`src/rtl/imem_boot_loader_if.sv`:
```
// Loader stream and instruction-memory write bundle; slave is the loader, master is its driver.
interface imem_boot_loader_if;
    logic        start;
    logic [7:0]  byte_in;
    logic        byte_valid;
    logic        byte_ready;
    logic        imem_we;
    logic [6:0]  imem_waddr;
    logic [15:0] imem_wdata;
    logic        cpu_reset;
    logic        busy;
    logic        done;
    logic        error;

    modport slave (
        input  start, byte_in, byte_valid,
        output byte_ready, imem_we, imem_waddr, imem_wdata, cpu_reset, busy, done, error
    );

    modport master (
        output start, byte_in, byte_valid,
        input  byte_ready, imem_we, imem_waddr, imem_wdata, cpu_reset, busy, done, error
    );
endinterface

```
`src/rtl/imem_boot_loader.sv`:
```
// Framed byte-stream boot loader into a 128x16 IMEM; holds CPU reset until the checksum matches.
// One word per 3 cycles best case; byte_ready is low in WRITE and outside accepting states.
module imem_boot_loader (
    input  logic              i_clk,
    input  logic              i_reset,
    imem_boot_loader_if.slave io_bus
);
    typedef enum logic [2:0] {
        S_IDLE, S_LEN, S_HI, S_LO, S_WRITE, S_CHK, S_RUN, S_ERR
    } state_t;

    state_t      r_state;
    state_t      w_next;
    logic [7:0]  r_count;
    logic [7:0]  r_acc;
    logic [7:0]  r_hi;
    logic [6:0]  r_index;
    logic [6:0]  r_waddr;
    logic [15:0] r_wdata;
    logic        r_byte_ready;
    logic        r_imem_we;
    logic        r_cpu_reset;
    logic        r_busy;
    logic        r_done;
    logic        r_error;
    logic        w_xfer;
    logic        w_len_bad;
    logic        w_last;

    assign w_xfer    = io_bus.byte_valid & r_byte_ready;
    assign w_len_bad = (io_bus.byte_in == 8'd0) || (io_bus.byte_in > 8'd128);
    assign w_last    = ({1'b0, r_index} == (r_count - 8'd1));

    always_comb begin
        w_next = r_state;
        case (r_state)
            S_IDLE:       if (io_bus.start) w_next = S_LEN;
            S_LEN:        if (w_xfer) w_next = w_len_bad ? S_ERR : S_HI;
            S_HI:         if (w_xfer) w_next = S_LO;
            S_LO:         if (w_xfer) w_next = S_WRITE;
            S_WRITE:      w_next = w_last ? S_CHK : S_HI;
            S_CHK:        if (w_xfer) w_next = (io_bus.byte_in == r_acc) ? S_RUN : S_ERR;
            S_RUN, S_ERR: if (io_bus.start) w_next = S_LEN;
            default:      w_next = S_IDLE;
        endcase
    end

    // Outputs are registered from the next state so they line up with the state they describe.
    always_ff @(posedge i_clk) begin
        if (i_reset) begin
            r_state      <= S_IDLE;
            r_count      <= 8'd0;
            r_acc        <= 8'd0;
            r_hi         <= 8'd0;
            r_index      <= 7'd0;
            r_waddr      <= 7'd0;
            r_wdata      <= 16'd0;
            r_byte_ready <= 1'b0;
            r_imem_we    <= 1'b0;
            r_cpu_reset  <= 1'b1;
            r_busy       <= 1'b0;
            r_done       <= 1'b0;
            r_error      <= 1'b0;
        end else begin
            r_state      <= w_next;
            r_byte_ready <= w_next inside {S_LEN, S_HI, S_LO, S_CHK};
            r_busy       <= w_next inside {S_LEN, S_HI, S_LO, S_WRITE, S_CHK};
            r_imem_we    <= (w_next == S_WRITE);
            r_cpu_reset  <= (w_next != S_RUN);
            r_done       <= (w_next == S_RUN);
            r_error      <= (w_next == S_ERR);
            case (r_state)
                S_LEN: if (w_xfer) begin
                    r_count <= io_bus.byte_in;
                    r_index <= 7'd0;
                    r_acc   <= io_bus.byte_in;
                end
                S_HI: if (w_xfer) begin
                    r_hi  <= io_bus.byte_in;
                    r_acc <= r_acc ^ io_bus.byte_in;
                end
                // Address and data change only on entry to WRITE so they hold between strobes.
                S_LO: if (w_xfer) begin
                    r_wdata <= {r_hi, io_bus.byte_in};
                    r_waddr <= r_index;
                    r_acc   <= r_acc ^ io_bus.byte_in;
                end
                S_WRITE: if (!w_last) r_index <= r_index + 7'd1;
                default: ;
            endcase
        end
    end

    assign io_bus.byte_ready = r_byte_ready;
    assign io_bus.imem_we    = r_imem_we;
    assign io_bus.imem_waddr = r_waddr;
    assign io_bus.imem_wdata = r_wdata;
    assign io_bus.cpu_reset  = r_cpu_reset;
    assign io_bus.busy       = r_busy;
    assign io_bus.done       = r_done;
    assign io_bus.error      = r_error;
endmodule

```
`src/flat_wrapper.sv`:
```
// flat-port wrapper written by rule: the top's interface ports become plain ports
module imem_boot_loader_flat 
  (i_clk, i_reset, io_bus_start, io_bus_byte_in, io_bus_byte_valid, io_bus_byte_ready, io_bus_imem_we, io_bus_imem_waddr, io_bus_imem_wdata, io_bus_cpu_reset, io_bus_busy, io_bus_done, io_bus_error);
  imem_boot_loader_if io_bus_i ();
  input  logic i_clk;
  input  logic i_reset;
  input wire logic [$bits(io_bus_i.start)-1:0] io_bus_start;
  input wire logic [$bits(io_bus_i.byte_in)-1:0] io_bus_byte_in;
  input wire logic [$bits(io_bus_i.byte_valid)-1:0] io_bus_byte_valid;
  output wire logic [$bits(io_bus_i.byte_ready)-1:0] io_bus_byte_ready;
  output wire logic [$bits(io_bus_i.imem_we)-1:0] io_bus_imem_we;
  output wire logic [$bits(io_bus_i.imem_waddr)-1:0] io_bus_imem_waddr;
  output wire logic [$bits(io_bus_i.imem_wdata)-1:0] io_bus_imem_wdata;
  output wire logic [$bits(io_bus_i.cpu_reset)-1:0] io_bus_cpu_reset;
  output wire logic [$bits(io_bus_i.busy)-1:0] io_bus_busy;
  output wire logic [$bits(io_bus_i.done)-1:0] io_bus_done;
  output wire logic [$bits(io_bus_i.error)-1:0] io_bus_error;
  assign io_bus_i.start = io_bus_start;
  assign io_bus_i.byte_in = io_bus_byte_in;
  assign io_bus_i.byte_valid = io_bus_byte_valid;
  assign io_bus_byte_ready = io_bus_i.byte_ready;
  assign io_bus_imem_we = io_bus_i.imem_we;
  assign io_bus_imem_waddr = io_bus_i.imem_waddr;
  assign io_bus_imem_wdata = io_bus_i.imem_wdata;
  assign io_bus_cpu_reset = io_bus_i.cpu_reset;
  assign io_bus_busy = io_bus_i.busy;
  assign io_bus_done = io_bus_i.done;
  assign io_bus_error = io_bus_i.error;
  imem_boot_loader u_core (.i_clk(i_clk), .i_reset(i_reset), .io_bus(io_bus_i));
endmodule
```
`config.mk`:
```
export PLATFORM = sky130hd
export DESIGN_NAME = imem_boot_loader_flat
export DESIGN_NICKNAME = d
export VERILOG_FILES = /design/src/rtl/imem_boot_loader_if.sv /design/src/rtl/imem_boot_loader.sv /design/src/flat_wrapper.sv
export SDC_FILE = /design/constraint.sdc
export NUM_CORES = 1
export LEC_CHECK = 0
export CORE_MARGIN = 1.5
export CORE_UTILIZATION = 32
export CTS_CLUSTER_DIAMETER = 60
export DETAILED_ROUTE_END_ITERATION = 12
export GPL_TIMING_DRIVEN = 0
export PLACE_DENSITY = 0.53
export SLEW_MARGIN = 25
export SYNTH_ARGS = -nofsm -noshare
export SYNTH_HDL_FRONTEND = slang
export SYNTH_SLANG_ARGS = --single-unit
```
`constraint.sdc`:
```
create_clock -name i_clk -period 2.2 [get_ports i_clk]
set_input_delay 0.55 -clock i_clk [delete_from_list [all_inputs] [get_ports i_clk]]
set_output_delay 0.55 -clock i_clk [all_outputs]
set_load 0.02 [all_outputs]
```
# [Word level (Yosys, flattened, before mapping)]
# Index checks and enable logic that the tools add are counted.
[word_totals] ff_bits=63 out_inout_bits=29 in_bits=12 wordCells=67
[op_classes] n_addsub=2 bitwise=2 n_reduce_logical=14 muxes=15 n_lt_le_gt_ge=1 n_eq_ne=20
[op_table] cell="$eq 3x3->1 const B" count=8
[op_table] cell="$mux 3" count=7
[op_table] cell="$pmux 3 s6" count=1
[op_table] cell="$mux 8" count=2
[op_table] cell="$pmux 8 s2" count=1
[op_table] cell="$mux 7" count=2
[op_table] cell="$pmux 7 s2" count=1
[op_table] cell="$eq 3x2->1 const B" count=4
[op_table] cell="$eq 7x8->1" count=1
[op_table] cell="$eq 8x8->1" count=1
[op_table] cell="$gt 8x8->1 const B" count=1
[op_table] cell="$logic_not 8->1" count=1
[op_table] cell="$sub 8x1->8 const B" count=1
[op_table] cell="$xor 8x8->8" count=1
[op_table] cell="$add 7x1->7 const B" count=1
[op_table] cell="$eq 3x1->1 const B" count=2
[op_table] cell="$reduce_and 2->1" count=3
[op_table] cell="$reduce_and 3->1" count=2
[op_table] cell="$reduce_bool 5->1" count=1
[op_table] cell="$ne 2x1->1 const B" count=2
[op_table] cell="$reduce_bool 2->1" count=2
[op_table] cell="$reduce_bool 4->1" count=1
[op_table] cell="$logic_not 3->1" count=1
[op_table] cell="$ne 3x3->1 const B" count=1
[op_table] cell="other kinds (6)" count=6

# [Depth between registers and ports, before layout]
# Gate-level depths: netlist of the first run.
[logic_depth] word_depth=7 depth_mapped=10 ltp_nobuf=8

# [Worst setup path after synthesis of the first run]
# Ideal clock, no wire load.
[synth_timing] path_kind="reg2reg" startpoint="reg u_core.r_count[0]" endpoint="reg u_core.r_imem_we, in the netlist u_core.io_bus.imem_we" setup_ns=0.078 t_arrival_ns=2.192 n_path_buf=2 period_less_slack_ns=2.270 t_required_ns=2.122 path_slack_ns=-0.070 stages_incl_launch_ff=11 path_cell_list="dfxtp_1 -> clkbuf_1 -> inv_1 -> ha_1 -> nor2b_1 -> or3_1 -> a311oi_1 -> o221a_4 -> buf_6 -> a21oi_1 -> nor3_1"
[synth_between] elab_chain_len=5
[synth_lines] item="start: declaration" line_no="imem_boot_loader.sv:14" text="logic [7:0] r_count;"
[synth_lines] item="start signal: assignment" line_no="imem_boot_loader.sv:74" text="r_count <= io_bus.byte_in;"
[synth_lines] item="$sub 8x1->8" line_no="imem_boot_loader.sv:32" text="assign w_last = ({1'b0, r_index} == (r_count - 8'd1));"
[synth_lines] item="$eq 7x8->1" line_no="imem_boot_loader.sv:32"
[synth_lines] item="$mux 3" line_no="imem_boot_loader.sv:41" text="S_WRITE: w_next = w_last ? S_CHK : S_HI;"
[synth_lines] item="$pmux 3 s6" line_no="imem_boot_loader.sv:36" text="case (r_state)"
[synth_lines] item="$eq 3x3->1" line_no="imem_boot_loader.sv:68" text="r_imem_we <= (w_next == S_WRITE);"
[synth_lines] item="end signal: assignment" line_no="imem_boot_loader.sv:68"
[synth_lines] item="end: declaration" line_no="imem_boot_loader.sv:21" text="logic r_imem_we;"
# Every way passes these cells.
# A chain may end at the register's enable or synchronous reset.

# [Worst setup path in the final report of the first run]
[layout_timing] startpoint="reg u_core.r_count[3]" endpoint="reg u_core.r_cpu_reset, in the netlist u_core.io_bus.cpu_reset"
[layout_between] elab_chain_len=5
[layout_lines] item="$sub 8x1->8" line_no="imem_boot_loader.sv:32"
[layout_lines] item="$eq 7x8->1" line_no="imem_boot_loader.sv:32"
[layout_lines] item="$mux 3" line_no="imem_boot_loader.sv:41"
[layout_lines] item="$pmux 3 s6" line_no="imem_boot_loader.sv:36"
[layout_lines] item="$ne 3x3->1" line_no="imem_boot_loader.sv:69" text="r_cpu_reset <= (w_next != S_RUN);"
[layout_lines] item="end signal: assignment" line_no="imem_boot_loader.sv:69"
[layout_lines] item="end: declaration" line_no="imem_boot_loader.sv:22" text="logic r_cpu_reset;"
# Every way passes these cells.

==> flow_summary.ini, run 1 <==
[cts]
htreeDepth = 3
clk_pin_slew_ns = 0.07
cts_buffers = 9
root_buffer = clkbuf_8
cts.sinks = 63
clk_path_buf_depth = 2
tritoncts = yes
clock_latency_ns = 0.35
postCtsHoldBufs = 0

[timing]
fin_crit_sh_pct = 105
fin_crit_ns = 2.30
finClkSkew_ns = 0.0112
rsz0062_at_grt = yes
fmax_mhz = 434
max_slew_margin_pct = 65.3
setup_slack_ns = -0.102
hold_violations = 0
finalSetupViolations = 1
worstMarginPinSlew_ns = 0.518
slew_viol_final = 0

[routing]
ant_nets = 0
routed_wl_um = 7620
drt_iter0_markers = 98
viasPerCell = 4.93
wl_per_cell_um = 14.5
dr.pass1.iters = 4
drc = 0
vias = 2595

[yosys]
yosysTopAreaCell = dfxtp_1
yosysUniqueCellTypes = 45
synth_edf_count = 0
syn-num-nets = 364
syn_area_mm2 = 0.00284
yosysSeqAreaShare_pct = 44.5
synth_async_sr_flop_share_pct = 0
synth_warnings = 0
ys.flop_type = dfxtp_1
synth_seq_cells = 63
avgSynthCellArea_um2 = 8.10
synth_area_leaders = dfxtp_1 44%, nand2_1 12%, a21oi_1 7.8%
synthesis.instances = 350
synth_top_cell_area_share_pct = 44.5

[floorplan]
dieArea_mm2 = 0.00943
die_height_um = 97.1
core_area_mm2 = 0.00864
die_x_um = 97.1
rows = 34
boundaryPins = 41
initial_core_util_pct = 32.8

[global_routing]
grt_pass1_wl_um = 12200
grt_max_degree = 12
track_usage_pct = 16.4
antenna_found_initial = 0
grt.overflow.total = 0
grt_pass1_vias = 2470

[placed_design]
dp_cells = 498
place_ws_ns = -0.759
gp_congestion = 0.826
place_area_mm2 = 0.00337
dp_hpwl_um = 5050
port_buffers = 40

[worst_setup_path]
worstSetupStartpointType = flip-flop
worstPathArrival_ns = 2.53
crit_type = flip-flop to flip-flop
cp-end-kind = flip-flop
worstPathMaxFanout = 5
critical_path_required_ns = 2.43
r2r_slack_ns = -0.10

[cells_and_area]
finalInstanceArea_mm2 = 0.00378
fill_cells = 875
drive_gt1_share_pct = 13.2
areaGrowthSynthToFinish_pct = 33.2
stdcell_count = 526
num_antenna_cells = 0
multi_input_area_mm2 = 0.00159
seqCellArea_mm2 = 0.00127
fin_nets = 427

[pwr]
p_comb_share_pct = 11.3
clkPwrFrac_pct = 40.3
power_frac_seq_pct = 48.4
p_leak_nw = 1.32
vdd_drop_max_v = 0.000331
internal_power_mw = 1.80
p_switching_mw = 0.647
power.density_mw_per_mm2 = 648
swShare_pct = 26.5
total_power_mw = 2.45

[outcome]
violations = negative setup slack
outcome = finished, violations left

[run]
drv_cap = 0

[min_path]
hold_class = flip-flop to flip-flop
routing by layer:
metal / up-vias / track usage (%) / share of wire [%]
li1: 1322 / - / -
met4: 0 / 7.47 / 2.3
met5: - / 0 / 0
met3: 17 / 3.96 / 3.6
met2: 43 / 25.9 / 47
met1: 1213 / 21.0 / 47
power groups by stage:
stage                     registers (mW)  clock network [mW]  logic, mW
after CTS                           1.18                1.02      0.262
after global routing                1.19                1.07      0.306
after detailed placement            1.21                   0      0.248
final                               1.18               0.985      0.277
after floorplan                     1.21                   0      0.152
after global placement              1.21                   0      0.246
worst max-delay path, cell delays in order, from the launching register on:
cell      delay (ns)
dfxtp_4         0.35
or3_4           0.38
o31a_1          0.27
o21a_1          0.20
o221a_4         0.28
buf_6           0.12
nand2b_4        0.17
a2111o_1        0.41
final timing paths:
check | start | end | depth (start not counted)
setup / recovery | u_core.r_count[3]$_SDFFE_PP0P_ | u_core.io_bus.cpu_reset$_SDFF_PP1_ | 7
hold / removal | u_core.r_hi[6]$_SDFFE_PP0P_ | u_core.io_bus.imem_wdata[14]$_SDFFE_PP0P_ | 2
setup reg to reg | u_core.r_count[3]$_SDFFE_PP0P_ | u_core.io_bus.cpu_reset$_SDFF_PP1_ | 7
hold reg to reg | u_core.r_hi[6]$_SDFFE_PP0P_ | u_core.io_bus.imem_wdata[14]$_SDFFE_PP0P_ | 2
synth_stat cells, types with 5 or more instances:
| master | instances |
|---|---|
| o21ai_0 | 7 |
| xnor2_1 | 19 |
| nor4_1 | 5 |
| a21oi_1 | 44 |
| dfxtp_1 | 63 |
| nor2_1 | 23 |
| nand2_1 | 89 |
| mux2i_1 | 10 |
| nor3_1 | 9 |
| or3_1 | 6 |
| clkbuf_1 | 17 |
cells by family after synthesis:
logic type / Yosys count / synth area share, %
and+or+nand+nor: 158 / 25.5
AOI/OAI and AO/OA: 71 / 15.2
DFF: 63 / 44.5
xor gates and xnor gates: 23 / 7.10
buffers and inverters: 23 / 3.31
muxes: 10 / 3.53
adders and majority gates: 2 / 0.882
sequential cells by signal (all words and copies together) (netlist names):
signal / cells
u_core.io_bus.imem_wdata: 16
u_core.r_acc: 8
u_core.r_count: 8
u_core.r_hi: 8
u_core.io_bus.imem_waddr: 7
u_core.r_index: 7
u_core.r_state: 3
u_core.io_bus.busy: 1
u_core.io_bus.byte_ready: 1
u_core.io_bus.cpu_reset: 1
u_core.io_bus.done: 1
u_core.io_bus.error: 1
u_core.io_bus.imem_we: 1
repair_timing:
action | CTS | global route
buffers inserted | 6 | 7
gates cloned | 1 | 0
endpoints found under the setup margin | 36 | 58
pin swaps | 13 | 8
gates resized for setup | 26 | 19
area by class of cell:
| cell class | instances | area share (%) |
|---|---|---|
| tap | 108 | 3.58 |
| sequential | 63 | 33.8 |
| clock buffer | 10 | 3.38 |
| inverter | 4 | 0.397 |
| timing repair buffer | 54 | 13.3 |
| clock inverter | 6 | 1.62 |
| multi-input combinational | 264 | 42.0 |
| buffer | 17 | 1.95 |
stage by stage:
stage                     setup TNS (ns)  hold WS (ns)  utilization [%]
after floorplan                        0         0.431                -
after global placement            -25.16         0.445             39.0
after detailed placement          -24.82         0.447             39.0
after CTS                         -0.222         0.455             42.5
after global routing              -0.336         0.474             43.7
final                             -0.102         0.450             43.7
placed cells by master (no fill, tap or decap), types with 7 or more instances in the layout:
| cell | synthesis | final |
|---|---|---|
| a21oi_1 | 44 | 44 |
| buf_4 | 0 | 12 |
| clkbuf_1 | 17 | 15 |
| clkbuf_8 | 0 | 9 |
| clkdlybuf4s50_1 | 0 | 32 |
| dfxtp_1 | 63 | 58 |
| dlygate4sd2_1 | 0 | 8 |
| mux2i_1 | 10 | 10 |
| nand2_1 | 89 | 89 |
| nor2_1 | 23 | 23 |
| nor3_1 | 9 | 7 |
| xnor2_1 | 19 | 19 |
(Power assumes the default switching activity.)
==> run 2, diff against run 1 <==
--- a/config.mk
+++ b/config.mk
@@ -5,12 +5,14 @@
 export SDC_FILE = /design/constraint.sdc
 export NUM_CORES = 1
 export LEC_CHECK = 0
+export CELL_PAD_IN_SITES_DETAIL_PLACEMENT = 0
+export CELL_PAD_IN_SITES_GLOBAL_PLACEMENT = 2
 export CORE_MARGIN = 1.5
-export CORE_UTILIZATION = 32
+export CORE_UTILIZATION = 29
 export CTS_CLUSTER_DIAMETER = 60
 export DETAILED_ROUTE_END_ITERATION = 12
 export GPL_TIMING_DRIVEN = 0
-export PLACE_DENSITY = 0.53
+export PLACE_DENSITY = 0.75
 export SLEW_MARGIN = 25
 export SYNTH_ARGS = -nofsm -noshare
 export SYNTH_HDL_FRONTEND = slang
==> run 2 against run 1 <==
Effect of this change:
- the flow still finishes with violations (negative setup slack)
- setup slack improved by 0.065 ns
- sequential share of layout area is 0.88 points lower
- hold slack improved by 0.0037 ns
- flip-flop and latch count is the same
- sequential power is essentially flat
- largest cell class unchanged
- largest power group unchanged
==> flow_summary.ini, run 2 (synthesized netlist as in run 1, its figures left out) <==
[routing]
dr.pass1.iters = 4
vias = 2613
routed_wl_um = 8190
ant_nets = 0
viasPerCell = 4.76
wl_per_cell_um = 14.9
drc = 0
drt_iter0_markers = 47

[floorplan]
die_x_um = 102
dieArea_mm2 = 0.0104
rows = 35
initial_core_util_pct = 30.3
die_height_um = 102
boundaryPins = 41
core_area_mm2 = 0.00937

[cells_and_area]
final_cell_mix = 89 x nand2_1, 59 x dfxtp_1, 42 x a21oi_1, 32 x clkdlybuf4s50_1, 23 x nor2_1
num_antenna_cells = 0
finalInstanceArea_mm2 = 0.00387
final_common_cell = nand2_1
areaGrowthSynthToFinish_pct = 36.4
fill_cells = 1014
drive_gt1_share_pct = 14.8
fin_nets = 429
largest_reg_flops = 16

[worst_setup_path]
r2r-start = u_core.r_count[2]$_SDFFE_PP0P_
crit_start = u_core.r_count[2]$_SDFFE_PP0P_
cp_slowest_stage_delay_ns = 0.38
worstPathMaxFanout = 5
critical_path_required_ns = 2.43
cp_cell_sequence = buf_4 > nor4_2 > a21oi_1 > o21ba_2 > o221a_4 > buf_6 > nand2b_4 > a2111o_1
r2r_cells = 8
crit_buf_inv = 2
r2r_slack_ns = -0.04
crit_end = u_core.io_bus.cpu_reset$_SDFF_PP1_
worstPathArrival_ns = 2.47
worstSetupStartpointType = flip-flop
cp_top_family = compound AO/OA/AOI/OAI gates
cpMaxStageDelayCell = a2111o_1
cp-end-kind = flip-flop
crit_type = flip-flop to flip-flop
path_depth = 8
rr_endpoint = u_core.io_bus.cpu_reset$_SDFF_PP1_

[timing]
fmax_mhz = 447
finalSetupViolations = 1
slew_viol_final = 0
max_slew_margin_pct = 60.8
hold_violations = 0
hold_ws_ns = 0.453
rsz0062_at_grt = yes
worstMarginPinSlew_ns = 0.588
setup_tns_ns = -0.0375
fin_crit_ns = 2.24
setup_slack_ns = -0.0375
finClkSkew_ns = 0.0113
fin_crit_sh_pct = 102

[run]
drv_cap = 0

[pwr]
power.density_mw_per_mm2 = 645
p_switching_mw = 0.683
internal_power_mw = 1.81
p_comb_share_pct = 11.7
swShare_pct = 27.4
vdd_drop_max_v = 0.000292
total_power_mw = 2.49
power_frac_seq_pct = 47.5
clkPwrFrac_pct = 40.7
p_leak_nw = 1.36

[placed_design]
gp_congestion = 0.769
dp_hpwl_um = 5360
port_buffers = 40
place_ws_ns = -0.888
place_area_mm2 = 0.00340

[cts]
cts_buffers = 9
root_buffer = clkbuf_8
htreeDepth = 3
clk_pin_slew_ns = 0.07
cts.sinks = 63
clock_latency_ns = 0.35
tritoncts = yes
clk_path_buf_depth = 2

[global_routing]
grt.overflow.total = 0
grt_pass1_vias = 2432
track_usage_pct = 16.3
grt_pass1_wl_um = 12700
antenna_found_initial = 0
grt_max_degree = 13

[min_path]
hold_class = flip-flop to flip-flop

[outcome]
violations = negative setup slack
outcome = finished, violations left
## run 2: stage by stage
| stage | instances | utilization, % |
|---|---|---|
| 2_1_floorplan | 350 | - |
| 3_3_place_gp | 519 | 36.3 |
| 3_5_place_dp | 519 | 36.3 |
| 4_1_cts | 540 | 39.4 |
| 5_1_grt | 549 | 41.3 |
| 6_report | 549 | 41.3 |
## run 2: power by group through the flow
stage	Combinational, mW	Clock [mW]	Sequential (mW)
after CTS	0.274	1.05	1.19
after global placement	0.254	0	1.21
after detailed placement	0.254	0	1.21
after floorplan	0.152	0	1.21
final	0.293	1.02	1.18
after global routing	0.321	1.10	1.19
## run 2: cell type report
class	count	area (µm²)	share of cell area, %
well taps	129	161	4.17
repair buffers	55	533	13.8
plain buffers	18	90.1	2.33
inverters	4	17.5	0.453
flip-flops and latches	63	1270	32.9
multi-input cells	264	1600	41.3
clock buffers	9	124	3.20
clock inverters	7	73.8	1.91
## run 2: worst min-delay path, cell delays in order (launching register included)
cell and delay [ns]:
dfxtp_1 0.31, nand2_1 0.05, a21oi_1 0.05
## run 2: metal layers
layer,up-vias,GRT usage [%],wire (µm)
li1,1327,-,-
met1,1230,21.8,3870
met2,44,26.3,3900
met3,12,4.10,303
met4,0,4.11,114
met5,-,0,0
## run 2: worst min path at each step
stage | endpoint | cells after the start | from | slack (ns)
2_1_floorplan | u_core.io_bus.imem_wdata[10]$_SDFFE_PP0P_ | 2 | u_core.r_hi[2]$_SDFFE_PP0P_ | 0.43
4_1_cts | u_core.io_bus.imem_waddr[3]$_SDFFE_PP0P_ | 2 | u_core.io_bus.imem_waddr[3]$_SDFFE_PP0P_ | 0.46
3_3_place_gp | u_core.io_bus.imem_waddr[3]$_SDFFE_PP0P_ | 2 | u_core.io_bus.imem_waddr[3]$_SDFFE_PP0P_ | 0.44
3_5_place_dp | u_core.io_bus.imem_waddr[3]$_SDFFE_PP0P_ | 2 | u_core.io_bus.imem_waddr[3]$_SDFFE_PP0P_ | 0.45
6_report | u_core.io_bus.imem_waddr[3]$_SDFFE_PP0P_ | 2 | u_core.io_bus.imem_waddr[3]$_SDFFE_PP0P_ | 0.45
5_1_grt | u_core.io_bus.imem_waddr[3]$_SDFFE_PP0P_ | 2 | u_core.io_bus.imem_waddr[3]$_SDFFE_PP0P_ | 0.47
## run 2: what timing repair did
item	in CTS	in global routing
gates resized for setup	18	32
hold buffers	0	0
endpoints found under the setup margin	36	43
pin swaps	5	12
gates cloned	0	0
setup buffers	6	9
